==> src/rtl/branch_history_table.sv <==
// Bimodal branch predictor: a table of 2-bit saturating counters with the F-stage
// prediction carried down the pipeline to E, plus branch/mispredict statistics.
module branch_history_table #(
    parameter int ENTRY_BITS = 6
) (
    input  logic        clk,
    input  logic        rst_n,
    input  logic [31:0] PCF,
    input  logic [31:0] PCE,
    input  logic        IsBranchE,
    input  logic        BranchE,
    input  logic        StallD,
    input  logic        FlushD,
    input  logic        StallE,
    input  logic        FlushE,
    output logic        isBhtTakenF,
    output logic        isBhtTakenE,
    output logic [31:0] BranchCount,
    output logic [31:0] MispredCount
);

    localparam int DEPTH = 1 << ENTRY_BITS;

    logic [1:0]            ctr_q [DEPTH];
    logic [ENTRY_BITS-1:0] idx_f;
    logic [ENTRY_BITS-1:0] idx_e;
    logic [1:0]            ctr_e;
    logic [1:0]            ctr_d;
    logic                  update_en;
    logic                  pred_d_q, pred_d_d;
    logic                  pred_e_q, pred_e_d;
    logic [31:0]           branch_cnt_q, branch_cnt_d;
    logic [31:0]           mispred_cnt_q, mispred_cnt_d;

    assign idx_f       = PCF[ENTRY_BITS+1:2];
    assign idx_e       = PCE[ENTRY_BITS+1:2];
    assign isBhtTakenF = ctr_q[idx_f][1];
    assign isBhtTakenE = pred_e_q & IsBranchE;
    assign update_en   = IsBranchE & ~StallE & ~FlushE;
    assign ctr_e       = ctr_q[idx_e];

    always_comb begin
        ctr_d = ctr_e;
        if (BranchE) begin
            if (ctr_e != 2'b11) ctr_d = ctr_e + 2'b01;
        end else begin
            if (ctr_e != 2'b00) ctr_d = ctr_e - 2'b01;
        end
    end

    // Flush takes priority over stall in both stage registers.
    always_comb begin
        pred_d_d = isBhtTakenF;
        if (FlushD)      pred_d_d = 1'b0;
        else if (StallD) pred_d_d = pred_d_q;

        pred_e_d = pred_d_q;
        if (FlushE)      pred_e_d = 1'b0;
        else if (StallE) pred_e_d = pred_e_q;
    end

    always_comb begin
        branch_cnt_d  = branch_cnt_q;
        mispred_cnt_d = mispred_cnt_q;
        if (update_en) begin
            branch_cnt_d = branch_cnt_q + 32'd1;
            if (BranchE != isBhtTakenE) mispred_cnt_d = mispred_cnt_q + 32'd1;
        end
    end

    always_ff @(posedge clk or negedge rst_n) begin
        if (!rst_n) begin
            for (int i = 0; i < DEPTH; i++) ctr_q[i] <= 2'b01;
        end else if (update_en) begin
            ctr_q[idx_e] <= ctr_d;
        end
    end

    always_ff @(posedge clk or negedge rst_n) begin
        if (!rst_n) begin
            pred_d_q      <= 1'b0;
            pred_e_q      <= 1'b0;
            branch_cnt_q  <= 32'd0;
            mispred_cnt_q <= 32'd0;
        end else begin
            pred_d_q      <= pred_d_d;
            pred_e_q      <= pred_e_d;
            branch_cnt_q  <= branch_cnt_d;
            mispred_cnt_q <= mispred_cnt_d;
        end
    end

    assign BranchCount  = branch_cnt_q;
    assign MispredCount = mispred_cnt_q;

endmodule

==> config.mk <==
export PLATFORM = sky130hd
export DESIGN_NAME = branch_history_table
export DESIGN_NICKNAME = d
export VERILOG_FILES = /design/src/rtl/branch_history_table.sv
export SDC_FILE = /design/constraint.sdc
export NUM_CORES = 1
export LEC_CHECK = 0
export BUFFER_PORTS_ARGS = -buffer_cell sky130_fd_sc_hd__buf_2
export CORE_ASPECT_RATIO = 1.25
export CORE_UTILIZATION = 60
export CTS_CLUSTER_SIZE = 12
export DETAILED_ROUTE_END_ITERATION = 12
export HOLD_SLACK_MARGIN = 0.12
export PLACE_DENSITY = 0.94
export SLEW_MARGIN = 20
export SYNTH_ARGS = -nofsm -noshare
export SYNTH_HDL_FRONTEND = slang
export SYNTH_SLANG_ARGS = --single-unit
==> constraint.sdc <==
create_clock -name clk -period 5.2 [get_ports clk]
set_input_delay 0.52 -clock clk [delete_from_list [all_inputs] [get_ports clk]]
set_output_delay 0.52 -clock clk [all_outputs]
set_load 0.005 [all_outputs]
==> flow_summary_export.csv <==
group,metric,value,unit
sta,rsz0062_at_grt,"false",
synthesis,netlist_instances,894,
power_and_ir_drop,vdd_drop_max,250,uV
synthesis,syn-cell-area,9360,um2
setup_path,crit_fanout,34,
synthesis,synthFlopType,"dfrtp_1",
sta,max_freq,0.276,GHz
synthesis,postSynthAreaPerCell,10.5,um2
route,drt_iter0_markers,880,
synthesis,ys_seq_area_share,52.7,%
die,die_w,114,um
global_routing,grt_pass1_vias,7616,
synthesis,synthTopCellsByArea,"dfrtp_1 (35%), dfstp_2 (18%), nand2_1 (9.7%)",
die,core,15100,um2
setup_path,cp.required,5.54,ns
placed_design,gp_congestion,0.915,
synthesis,synth_edf_count,0,
clock_tree,postCtsHoldBufs,0,
final_layout,fin_nets,1049,
final_layout,fillers,1066,
placed_design,dp_hpwl,15800,um
sta,slew-limit-headroom,25.2,%
placed_design,place.port_buffers,85,
setup_path,arrival,3.96,ns
sta,finClkSkew,0.0139,ns
setup_path,cp-end-kind,"flip-flop",
min_path,hold_path_class,"input pin to async pin",
setup_path,startpoint_type,"input pin",
route,ant_nets,0,
clock_tree,cts_buffers,17,
final_layout,final_common_cell,"nand2_1",
die,initial_core_util,61.8,%
global_routing,grt_max_degree,104,
final_layout,layout_common_cells,"nand2_1 (241), dfrtp_1 (130), o21ai_0 (121), buf_2 (84), dfstp_2 (64)",
die,die_area,16100,um2
clock_tree,clockBufferDepth,2,
final_layout,fin_util,69.9,%
clock_tree,post_cts_buffers,0,
synthesis,ys_types,53,
clock_tree,tritoncts,"done",
global_routing,grt_pass1_wl,38600,um
sta,setup_viol_count_final,0,
clock_tree,cts_root_buf,"clkbuf_16",
global_routing,grt_remaining_overflow,0,
die,rows,50,
power_and_ir_drop,leakagePower,4.51,nW
die,ios,138,
flow_run,maxCapViolCount,0,
sta,min_period_over_period,69.7,%
sta,tightest_slew,1.12,ns
clock_tree,clk_latency,0.43,ns
route,wl_per_cell,19.9,um
power_and_ir_drop,powerDensity,311,nW/um2
global_routing,antenna_found_initial,0,
clock_tree,cts_resized,0,
synthesis,yosys.area.top_type,"dfrtp_1",
sta,final-hold-violation-count,0,
sta,slew_viol_final,0,
sta,fin_crit,3.62,ns
synthesis,synthArstFlopShare,100,%
global_routing,grtUsageTotal,31.4,%
final_layout,syn2layout_area_growth,13.0,%
final_layout,n_antenna_cell,0,
synthesis,synth_seq_cells,194,
final_layout,drive_above_1_share,25.1,%
clock_tree,cts_sinks,194,
die,die_y,142,um
synthesis,synth_warnings,0,
setup_path,crit_type,"input pin to flip-flop",
route,drc,0,
route,vias,7534,
clock_tree,htree_levels,4,
route,firstDrtPassIters,6,
route,vias_per_cell,6.30,
route,wirelength,23800,um
synthesis,syn-num-nets,968,
synthesis,synth_top_area_share,34.8,%
sta,fin_tns_setup,0,ns
clock_tree,clk_pin_slew,0.06,ns
status,status,"completed",
-- synthesized netlist by cell type (all sizes together), types with 3 or more instances --
cell and n:
mux2 10, xor2 17, buf 17, inv 8
a221oi 9, nand3 21, and3 13, mux2i 11
clkbuf 19, xnor2 45, nor3b 5, mux4 36
a21oi 3, nor3 8, dfrtp 130, nor2b 7
nand2b 5, o21ai 133, nand2 241, a22oi 10
dfstp 64, and2 6, and4 6, nand4 17
nor2 25
-- kinds of logic after synthesis --
logic type / after synthesis / share of synthesized area [%]
AND/OR/NAND/NOR: 362 / 17.4
flip-flops: 194 / 52.7
AO/OA/AOI/OAI: 171 / 10.3
XOR/XNOR: 62 / 5.80
multiplexers: 57 / 11.0
buffers and inverters: 44 / 2.21
adder cells (fa/ha/maj): 4 / 0.508
-- sequential cells by signal, summed over array words and instances, names as in the netlist --
signal        cells
ctr_q           128
BranchCount      32
MispredCount     32
pred_d_q          1
pred_e_q          1
-- final cells by class --
class                      instances  area [um2]  share of cell area [%]
clock buffer                      20         437                    4.13
clock inverter                    12         156                    1.48
inverter                           8        30.0                   0.284
multi-input combinational        656        4230                    40.0
sequential                       194        4930                    46.6
tap                              208         260                    2.46
timing repair buffer              98         532                    5.03
-- worst paths after layout --
check	from	end	slack [ns]	cells past startpoint
max	PCE[3]	ctr_q[92]$_DFFE_PN1P_	1.58	9
min	rst_n	BranchCount[10]$_DFFE_PN0P_	0.14	1
max reg2reg	ctr_q[91]$_DFFE_PN0P_	ctr_q[92]$_DFFE_PN1P_	2.01	8
min reg2reg	ctr_q[120]$_DFFE_PN1P_	ctr_q[120]$_DFFE_PN1P_	0.47	2
max in group asynchronous	rst_n	ctr_q[67]$_DFFE_PN0P_	3.92	2
min in group clk	FlushD	pred_d_q$_DFFE_PN0P_	0.25	2
-- stage by stage --
stage	cells	hold WS, ns	power [mW]	setup WS, ns	instance area (um2)
6_report	1196	0.141	3.29	1.58	10600
5_1_grt	1196	0.205	3.41	1.49	10600
4_1_cts	1196	0.196	3.30	1.74	10600
3_5_place_dp	1164	0.455	1.98	1.31	9980
3_3_place_gp	1164	0.450	1.96	1.38	9980
2_1_floorplan	894	0.224	1.84	2.16	9360
-- routing by layer --
layer  up-vias  global-route usage (%)  share of wire (%)
met4         0                    18.3                5.2
met1      3639                    36.8                 36
li1       3310                       -                  -
met5         -                       0                  0
met3       109                    8.16                9.2
met2       476                    52.2                 49
-- worst max-delay path, cell delays in order --
cell       delay, ns
buf_2           0.63
mux4_2          0.59
a2bb2oi_1       0.14
nand3_1         0.12
nor4bb_1        0.48
and3_1          0.28
maj3_2          0.64
buf_4           0.37
o21ai_0         0.16
-- where the power goes --
group / leakage (nW) / internal [mW] / switching (mW) / total [mW]
logic: 1.78 / 0.116 / 0.188 / 0.304
registers: 2.46 / 1.59 / 0.0648 / 1.66
clock network: 0.277 / 0.760 / 0.571 / 1.33
(Power assumes the default switching activity.)
